===== src/rtl/shifter_pkg.sv =====
// Shared types and elaboration-time helpers for the pipelined barrel shifter.
// Optional feature macro used by the design: SHIFTER_ROTATE_EN.
package shifter_pkg;

   typedef enum logic [1:0] {
      OP_SLL = 2'b00,
      OP_SRL = 2'b01,
      OP_SRA = 2'b10,
      OP_ROR = 2'b11
   } shift_op_e;

   // Number of binary shift stages (and used shift-amount bits) for a width.
   function automatic int shamt_w(input int xlen);
      return $clog2(xlen);
   endfunction

   // Count of stages held by register groups 0..g; earliest groups take the remainder.
   function automatic int group_end(input int g, input int nstg, input int ngrp);
      int base;
      int extra;
      base  = nstg / ngrp;
      extra = nstg % ngrp;
      return (g + 1) * base + (((g + 1) < extra) ? (g + 1) : extra);
   endfunction

   // First stage index belonging to register group g.
   function automatic int group_first(input int g, input int nstg, input int ngrp);
      return (g == 0) ? 0 : group_end(g - 1, nstg, ngrp);
   endfunction

   // Register group that owns binary stage k.
   function automatic int stage_group(input int k, input int nstg, input int ngrp);
      int r;
      r = ngrp - 1;
      for (int g = ngrp - 1; g >= 0; g--) begin
         if (k < group_end(g, nstg, ngrp)) r = g;
      end
      return r;
   endfunction

endpackage


===== src/rtl/shift_stage.sv =====
// One binary stage of the barrel shifter: right shift by DIST when enabled.
// With SHIFTER_ROTATE_EN defined, the shifted-out bits can be fed back into
// the MSB side (rotate); otherwise the vacated bits always take the fill bit.
module shift_stage #(
   parameter int XLEN = 32,
   parameter int DIST = 1
) (
   input  logic [XLEN-1:0] data,
   input  logic            enable,
   input  logic            fill,
   input  logic            rotate,
   output logic [XLEN-1:0] shifted
);

   logic [DIST-1:0] top_bits;

`ifdef SHIFTER_ROTATE_EN
   assign top_bits = rotate ? data[DIST-1:0] : {DIST{fill}};
`else
   logic unused_rotate;
   assign unused_rotate = rotate;
   assign top_bits      = {DIST{fill}};
`endif

   assign shifted = enable ? {top_bits, data[XLEN-1:DIST]} : data;

endmodule


===== src/rtl/pipelined_shifter.sv =====
// Pipelined SLL/SRL/SRA barrel shifter with valid/ready handshake and flush.
// The log2(XLEN) binary stages are spread over PIPE_STAGES register groups.
// SLL is done as reverse -> logical right shift -> reverse.
// Optional macro SHIFTER_ROTATE_EN turns op 11 into ROR; otherwise op 11 is SRL.
import shifter_pkg::*;

module pipelined_shifter #(
   parameter int XLEN        = 32,
   parameter int PIPE_STAGES = 2,
   parameter int TAG_W       = 5
) (
   input  logic             clk_i,
   input  logic             rst_i,
   input  logic             flush_i,
   input  logic             in_valid_i,
   output logic             in_ready_o,
   input  logic [1:0]       op_i,
   input  logic [XLEN-1:0]  rs1_i,
   input  logic [XLEN-1:0]  rs2_i,
   input  logic [TAG_W-1:0] tag_i,
   output logic             out_valid_o,
   input  logic             out_ready_i,
   output logic [XLEN-1:0]  rd_o,
   output logic [TAG_W-1:0] tag_o
);

   localparam int SW = shamt_w(XLEN);

   function automatic logic [XLEN-1:0] bit_rev(input logic [XLEN-1:0] d);
      logic [XLEN-1:0] r;
      for (int i = 0; i < XLEN; i++) r[i] = d[XLEN-1-i];
      return r;
   endfunction

   // Per-group register contents (index g = register after group g)
   logic [XLEN-1:0]        data_p  [PIPE_STAGES];
   logic [TAG_W-1:0]       tag_p   [PIPE_STAGES];
   logic [SW-1:0]          shamt_p [PIPE_STAGES];
   logic [PIPE_STAGES-1:0] fill_p, rot_p, rev_p, vld_p, rdy;

   logic [XLEN-1:0] chain_in  [SW];
   logic [XLEN-1:0] chain_out [SW];

   shift_op_e       op;
   logic            in_rev, in_fill, in_rot;
   logic [XLEN-1:0] in_data;
   logic [SW-1:0]   in_shamt;

   assign op = shift_op_e'(op_i);

   // Decode the operation into reverse/fill/rotate controls for the stages.
   always_comb begin
      in_rev   = (op == OP_SLL);
      in_fill  = (op == OP_SRA) & rs1_i[XLEN-1];
`ifdef SHIFTER_ROTATE_EN
      in_rot   = (op == OP_ROR);
`else
      in_rot   = 1'b0;
`endif
      in_data  = in_rev ? bit_rev(rs1_i) : rs1_i;
      in_shamt = rs2_i[SW-1:0];
   end

   // Upper shift-amount bits are ignored (RV32 semantics); the last group's
   // shift controls are carried but have no later consumer.
   logic unused_bits;
   assign unused_bits = ^{rs2_i[XLEN-1:SW], shamt_p[PIPE_STAGES-1],
                          fill_p[PIPE_STAGES-1], rot_p[PIPE_STAGES-1],
                          rev_p[PIPE_STAGES-1]};

   // Flush squashes everything, so the input is always consumed during it.
   assign in_ready_o  = flush_i | rdy[0];
   assign out_valid_o = vld_p[PIPE_STAGES-1];
   assign rd_o        = data_p[PIPE_STAGES-1];
   assign tag_o       = tag_p[PIPE_STAGES-1];

   for (genvar k = 0; k < SW; k++) begin : g_stage
      localparam int G = stage_group(k, SW, PIPE_STAGES);
      localparam int F = group_first(G, SW, PIPE_STAGES);
      logic en_k, fill_k, rot_k;
      if (G == 0) begin : g_front
         if (k == 0) begin : g_head
            assign chain_in[k] = in_data;
         end else begin : g_link
            assign chain_in[k] = chain_out[k-1];
         end
         assign en_k   = in_shamt[k];
         assign fill_k = in_fill;
         assign rot_k  = in_rot;
      end else begin : g_back
         if (k == F) begin : g_head
            assign chain_in[k] = data_p[G-1];
         end else begin : g_link
            assign chain_in[k] = chain_out[k-1];
         end
         assign en_k   = shamt_p[G-1][k];
         assign fill_k = fill_p[G-1];
         assign rot_k  = rot_p[G-1];
      end
      shift_stage #(.XLEN(XLEN), .DIST(1 << k)) u_stage (
         .data    (chain_in[k]),
         .enable  (en_k),
         .fill    (fill_k),
         .rotate  (rot_k),
         .shifted (chain_out[k])
      );
   end

   for (genvar g = 0; g < PIPE_STAGES; g++) begin : g_group
      localparam int LAST = group_end(g, SW, PIPE_STAGES) - 1;
      logic             src_vld, src_fill, src_rot, src_rev;
      logic [TAG_W-1:0] src_tag;
      logic [SW-1:0]    src_shamt;
      logic [XLEN-1:0]  grp_out;
      logic             vld_q, fill_q, rot_q, rev_q;
      logic [XLEN-1:0]  data_q;
      logic [TAG_W-1:0] tag_q;
      logic [SW-1:0]    shamt_q;

      if (g == 0) begin : g_src_in
         assign src_vld   = in_valid_i;
         assign src_tag   = tag_i;
         assign src_shamt = in_shamt;
         assign src_fill  = in_fill;
         assign src_rot   = in_rot;
         assign src_rev   = in_rev;
      end else begin : g_src_reg
         assign src_vld   = vld_p[g-1];
         assign src_tag   = tag_p[g-1];
         assign src_shamt = shamt_p[g-1];
         assign src_fill  = fill_p[g-1];
         assign src_rot   = rot_p[g-1];
         assign src_rev   = rev_p[g-1];
      end

      if (g == PIPE_STAGES - 1) begin : g_out
         assign grp_out = src_rev ? bit_rev(chain_out[LAST]) : chain_out[LAST];
      end else begin : g_mid
         assign grp_out = chain_out[LAST];
      end

      // A group can take new data unless it and every later group are full.
      assign rdy[g] = out_ready_i | ~(&vld_p[PIPE_STAGES-1:g]);

      // Group register: valid cleared by flush, data moves only on a transfer.
      always_ff @(posedge clk_i or posedge rst_i) begin
         if (rst_i) begin
            vld_q   <= 1'b0;
            data_q  <= '0;
            tag_q   <= '0;
            shamt_q <= '0;
            fill_q  <= 1'b0;
            rot_q   <= 1'b0;
            rev_q   <= 1'b0;
         end else begin
            if (flush_i)     vld_q <= 1'b0;
            else if (rdy[g]) vld_q <= src_vld;
            if (rdy[g] && src_vld) begin
               data_q  <= grp_out;
               tag_q   <= src_tag;
               shamt_q <= src_shamt;
               fill_q  <= src_fill;
               rot_q   <= src_rot;
               rev_q   <= src_rev;
            end
         end
      end

      assign vld_p[g]   = vld_q;
      assign data_p[g]  = data_q;
      assign tag_p[g]   = tag_q;
      assign shamt_p[g] = shamt_q;
      assign fill_p[g]  = fill_q;
      assign rot_p[g]   = rot_q;
      assign rev_p[g]   = rev_q;
   end

endmodule


===== config.mk =====
export PLATFORM = sky130hd
export DESIGN_NAME = pipelined_shifter
export DESIGN_NICKNAME = d
export VERILOG_FILES = /design/src/rtl/shifter_pkg.sv /design/src/rtl/shift_stage.sv /design/src/rtl/pipelined_shifter.sv
export SDC_FILE = /design/constraint.sdc
export NUM_CORES = 1
export LEC_CHECK = 0
export CORE_MARGIN = 1.5
export CORE_UTILIZATION = 45
export DETAILED_ROUTE_END_ITERATION = 16
export PLACE_DENSITY_LB_ADDON = 0.05
export SLEW_MARGIN = 10
export SYNTH_ARGS = -nofsm -noshare
export SYNTH_HDL_FRONTEND = slang
export SYNTH_SLANG_ARGS = --single-unit

===== constraint.sdc =====
create_clock -name clk_i -period 6 [get_ports clk_i]
set_clock_uncertainty 0.05 [all_clocks]
set_input_delay 1.2 -clock clk_i [delete_from_list [all_inputs] [get_ports clk_i]]
set_output_delay 1.2 -clock clk_i [all_outputs]
set_load 0.05 [all_outputs]

==> reports/results.ini, run 1 <==
[routing]
routed_wl_mm=15.2
drc_errors=0
drt_first_pass_iters=5
wl_per_cell_um=19.9
drtAntennaViolNets=0
first_iter_violations=343
via_count=4687
vias_per_cell=6.12

[grt]
grt_use_total=0.244
grt_pass1_wl_mm=24.6
antenna_found_initial=0
grt_max_degree=63
grt_pass1_vias=4551
grt-ovfl-total=0

[hold_path]
hold_path_end=rd_o[8]
hold_start=rd_o[8]
hold_depth=2
hp-class=register to register

[yosys]
synth_compound_area_frac=0.171
netlist_instances=550
synth_fa_ha_area_frac=0
synth_xor_area_frac=0.00158
yosysWarnings=0
synth_flop_cell=dfrtp_1
synth_top_family_by_area=multiplexers
postSynthAreaPerCell_sq_um=10.1
yosys.area_share.simple=0.107
netlist_area_sq_um=5530
syn_nets=626
synth_mux_area_frac=0.317
synth_edf_count=0
synth-seq-cells=80
ys_types=50
seq_area_frac_synth=0.362
synthArstFlopShare=1.00

[worst_setup_path]
path_delay_family=buffers and inverters
worst-path-buf-inv=2
crit_type=input port to output pin
r2r_setup_slack_ns=3.95
cp_slowest_cell=clkdlybuf4s50_1
arrival_ns=2.91
slowest_delay_ns=0.70
worstPathRequired_ns=4.75
reg2regPathDepth=6
crit_path_end_kind=output pin
crit_path_cell_trace=clkdlybuf4s50_1 > nand3b_1 > or2_2 > clkdlybuf4s50_1
crit_top_cell=clkdlybuf4s50_1
reg2reg_to=g_group[0].data_q[9]
start_kind=input port
crit_path_max_fanout=4
worstReg2RegStart=g_group[0].vld_q

[power_and_ir_drop]
switching_power_w=0.000768
leakage_nw=2.82
power.share.clock=0.263
comb_power_share=0.390
switching_share=0.375
power_density_nw_per_um2=303
ir_drop_uv=144
p_seq_frac=0.347
power_w=0.00205
p_int_w=0.00128

[timing]
worst_slew_pin_slew_ns=1.24
drv_slew=0
slew_headroom=0.172
fin_tns_setup_ns=0
fmax_mhz=240
min_period_ns=4.16
final_min_period_over_clock_period=0.693
grt_setup_unrepaired=no
setup_viol=0
hold_viol=0

[floorplan]
rows=40
io_pins=115
dieWidth_um=114
core-area_sq_um=12000
die_y_um=114
start_util=0.461
dieArea_sq_um=13000

[place]
place_congestion=0.888
numPortBuffers=87
dp_hpwl_mm=11.5

[run]
cap_viol_max_count=0

[clocking]
hold_buffers=0
cts_resized=0
cts_buffers=9
h-tree-depth=3
cts.sinks=80
clkLatencyLatePin_ns=0.34
clk_pin_slew_worst_paths_ns=0.06
root_buffer=clkbuf_16
cts_buffer_depth=2
cts_tree=yes
cts_setup_buffers=0

[cells_and_area]
syn_to_final_growth_pct=22.2
diodes=0
final_layout_size_suffix_gt1_frac=0.183
nNetsFinal=690

[status]
status=complete, no violations

## worst reg2reg max path, stage by stage (launching register included)
cell and delay (ns):
dfrtp_1 0.42, nand3b_1 0.15, and2_1 0.14, buf_4 0.29
nand2_1 0.42, o32ai_1 0.38, a21oi_1 0.07
## sequential cells by signal, summed over array words and instances, names as in the netlist
| signal | count |
|---|---|
| g_group.data_q | 32 |
| g_group.fill_q | 1 |
| out_valid_o | 1 |
| tag_o | 5 |
| g_group.vld_q | 1 |
| g_group.shamt_q | 2 |
| rd_o | 32 |
| g_group.tag_q | 5 |
| g_group.rev_q | 1 |
## cell type report
| cell class | count | area, sq um |
|---|---|---|
| sequential | 80 | 2000 |
| inverter | 7 | 26.3 |
| multi-input combinational | 418 | 3310 |
| clock buffer | 11 | 233 |
| fill | 1065 | 5250 |
| tap | 147 | 184 |
| timing repair buffer | 98 | 948 |
| clock inverter | 5 | 57.6 |
## cells in the mapped netlist, types with 6 or more instances
master / instances / area [sq um]
mux4_2: 28 / 631
mux2_2: 52 / 586
inv_1: 6 / 22.5
nor2_1: 37 / 139
buf_2: 12 / 60.1
mux2i_1: 46 / 460
a21o_1: 12 / 90.1
o221ai_1: 12 / 105
clkbuf_1: 26 / 97.6
a211oi_1: 9 / 67.6
nand2_1: 84 / 315
a21oi_1: 19 / 95.1
o21ai_0: 55 / 275
dfrtp_1: 80 / 2000
## worst max path at each step
| stage | from | endpoint | cells past startpoint |
|---|---|---|---|
| 6_report | out_ready_i | in_ready_o | 4 |
| 5_1_grt | out_ready_i | in_ready_o | 4 |
| 3_5_place_dp | out_ready_i | in_ready_o | 4 |
| 4_1_cts | out_ready_i | in_ready_o | 4 |
| 2_1_floorplan | rst_i | g_group[0].data_q[0] | 1 |
| 3_3_place_gp | out_ready_i | in_ready_o | 4 |
## logic make-up after synthesis
kind of cell / count (synthesis)
XOR/XNOR: 1
flip-flops: 80
AO/OA/AOI/OAI: 145
multiplexers: 129
buffers and inverters: 52
AND/OR/NAND/NOR: 143
## cells in the final DEF, fill, tap and decap left out, types with 3 or more instances in the layout
cell,n
buf_4,11
clkbuf_16,9
a211oi_1,9
o221ai_1,12
o22ai_1,3
mux2i_1,46
o21ai_0,55
nor2b_1,3
dfrtp_1,80
mux4_2,28
clkinvlp_4,3
a221oi_1,5
inv_1,5
o22a_1,5
mux4_1,3
nand2_1,84
nor3_1,4
a21o_1,12
clkdlybuf4s50_1,86
nor2_1,37
a21oi_1,19
mux2_2,52
a22oi_1,3
a2bb2oi_1,5
## stage by stage
stage          utilization  cell area [sq um]  setup slack, ns  hold WS [ns]  cells
6_report             0.563               6770             1.84         0.427    766
5_1_grt              0.563               6770             1.75         0.454    766
4_1_cts              0.563               6770             1.84         0.427    766
3_5_place_dp         0.539               6470             1.85         0.413    750
3_3_place_gp         0.539               6470             1.86         0.403    750
2_1_floorplan            -               5530             2.70         0.384    550
## routing by layer
layer / global-route usage / part of all wire / wire length [um] / vias to the layer above
met4: 0.0650 / 0.016 / 250 / 0
li1: - / - / - / 2191
met5: 0 / 0 / 0 / -
met1: 0.340 / 0.46 / 7020 / 2325
met2: 0.394 / 0.47 / 7110 / 153
met3: 0.0446 / 0.056 / 851 / 18
## power by group through the flow
stage | clock [W] | sequential, W | combinational (W)
after detailed placement | 0 | 0.000722 | 0.000799
after CTS | 0.000549 | 0.000712 | 0.000801
after global routing | 0.000566 | 0.000725 | 0.000854
after floorplan | 0 | 0.000914 | 0.000333
after global placement | 0 | 0.000716 | 0.000791
final | 0.000540 | 0.000711 | 0.000799
Note: power is estimated with default switching activity, not from simulation.
==> run 2, diff against run 1 <==
clock period = 4.07 ns   (was 6 ns; I/O delays follow)
==> reports/results.ini, run 2 (same netlist as run 1, synthesis figures left out) <==
[timing]
setup_viol=0
slew_headroom=0.292
min_period_ns=3.38
layout_setup_ws_ns=0.689
hold_viol=0
worst_slew_pin_slew_ns=1.06
final_min_period_over_clock_period=0.831
fin_tns_setup_ns=0
grt_setup_unrepaired=no
fmax_mhz=296
drv_slew=0

[grt]
grt_max_degree=47
grt-ovfl-total=0
grt_pass1_vias=4518
grt_use_total=0.248
grt_pass1_wl_mm=24.8
antenna_found_initial=0

[run]
cap_viol_max_count=0

[worst_setup_path]
arrival_ns=2.52
reg2reg_to=rd_o[21]
start_kind=input port
worstReg2RegStart=g_group[0].shamt_q[4]
crit_path_end_kind=output pin
slowest_delay_ns=0.70
reg2regPathDepth=4
crit_path_cell_trace=clkdlybuf4s50_1 > nand3b_1 > or2_2 > clkdlybuf4s50_1
cp_slowest_cell=clkdlybuf4s50_1
crit_top_cell=clkdlybuf4s50_1
worstPathRequired_ns=3.21
crit_type=input port to output pin
r2r_setup_slack_ns=1.73
crit_path_max_fanout=4

[power_and_ir_drop]
power_w=0.00307
leakage_nw=2.86
ir_drop_uv=275
power_density_nw_per_um2=450

[floorplan]
dieArea_sq_um=13000
start_util=0.461
rows=40
core-area_sq_um=12000
die_y_um=114
io_pins=115
dieWidth_um=114

[cells_and_area]
seqCellArea_sq_um=2000
stdcell_count=770
diodes=0
finalInstanceArea_sq_um=6830
nNetsFinal=694
fillers=1067
multi_input_area_sq_um=3310
syn_to_final_growth_pct=23.4
final_layout_size_suffix_gt1_frac=0.189
layout_common_cells=86 x clkdlybuf4s50_1, 84 x nand2_1, 80 x dfrtp_1
layout_commonest_cell=clkdlybuf4s50_1

[clocking]
hold_buffers=0
cts_buffer_depth=2
cts_tree=yes
h-tree-depth=3
cts_resized=0
root_buffer=clkbuf_16
cts_setup_buffers=0
cts.sinks=80
clkLatencyLatePin_ns=0.34
cts_buffers=9
clk_pin_slew_worst_paths_ns=0.06

[place]
place_ws_ns=0.554
dp.cells=754
numPortBuffers=87
dp_hpwl_mm=11.7
placed_area_sq_um=6520
place_congestion=0.930

[routing]
routed_wl_mm=15.4
drtAntennaViolNets=0
via_count=4794
wl_per_cell_um=20.0
drt_first_pass_iters=5
first_iter_violations=377
drc_errors=0
vias_per_cell=6.23

[status]
status=complete, no violations

[hold_path]
hold_start=g_group[0].tag_q[4]
hp-class=register to register
hold_path_end=g_group[0].tag_q[4]
hold_depth=2

run 2: power breakdown:
group | leakage [nW] | total (W) | switching, W | internal (W)
sequential | 0.993 | 0.00108 | 0.000136 | 0.000940
combinational | 1.72 | 0.00116 | 0.000677 | 0.000478
clock | 0.153 | 0.000843 | 0.000333 | 0.000510
total | 2.86 | 0.00307 | 0.00115 | 0.00193
run 2: worst max path at each step:
| stage | start | depth (start not counted) | end | slack (ns) |
|---|---|---|---|---|
| after floorplan | rst_i | 1 | g_group[0].data_q[0] | 1.15 |
| after global placement | op_i[1] | 6 | g_group[0].data_q[11] | 0.56 |
| after detailed placement | op_i[1] | 6 | g_group[0].data_q[11] | 0.55 |
| after CTS | out_ready_i | 4 | in_ready_o | 0.68 |
| after global routing | out_ready_i | 4 | in_ready_o | 0.62 |
| final | out_ready_i | 4 | in_ready_o | 0.69 |
run 2: cell type report:
class,count,area share
Tap cell,147,0.0269
Inverter,7,0.00385
Clock buffer,12,0.0376
Timing Repair Buffer,102,0.145
Clock inverter,4,0.00770
Multi-Input combinational cell,418,0.486
Sequential cell,80,0.293
run 2: per-stage QoR:
stage          hold slack, ns   util
2_1_floorplan           0.384      -
3_3_place_gp            0.405  0.543
3_5_place_dp            0.417  0.543
4_1_cts                 0.430  0.568
5_1_grt                 0.449  0.568
6_report                0.423  0.568
run 2: worst max-delay path: cells and delay by family:
kind,cells,cell delay [ns]
buffers and inverters,2,1.17
and+or+nand+nor,2,0.53
run 2: layer usage:
layer,wire length (um),vias up,track usage
met5,0,-,0
met4,344,0,0.0683
met3,927,29,0.0462
met2,7070,201,0.382
met1,7090,2374,0.360
li1,-,2190,-
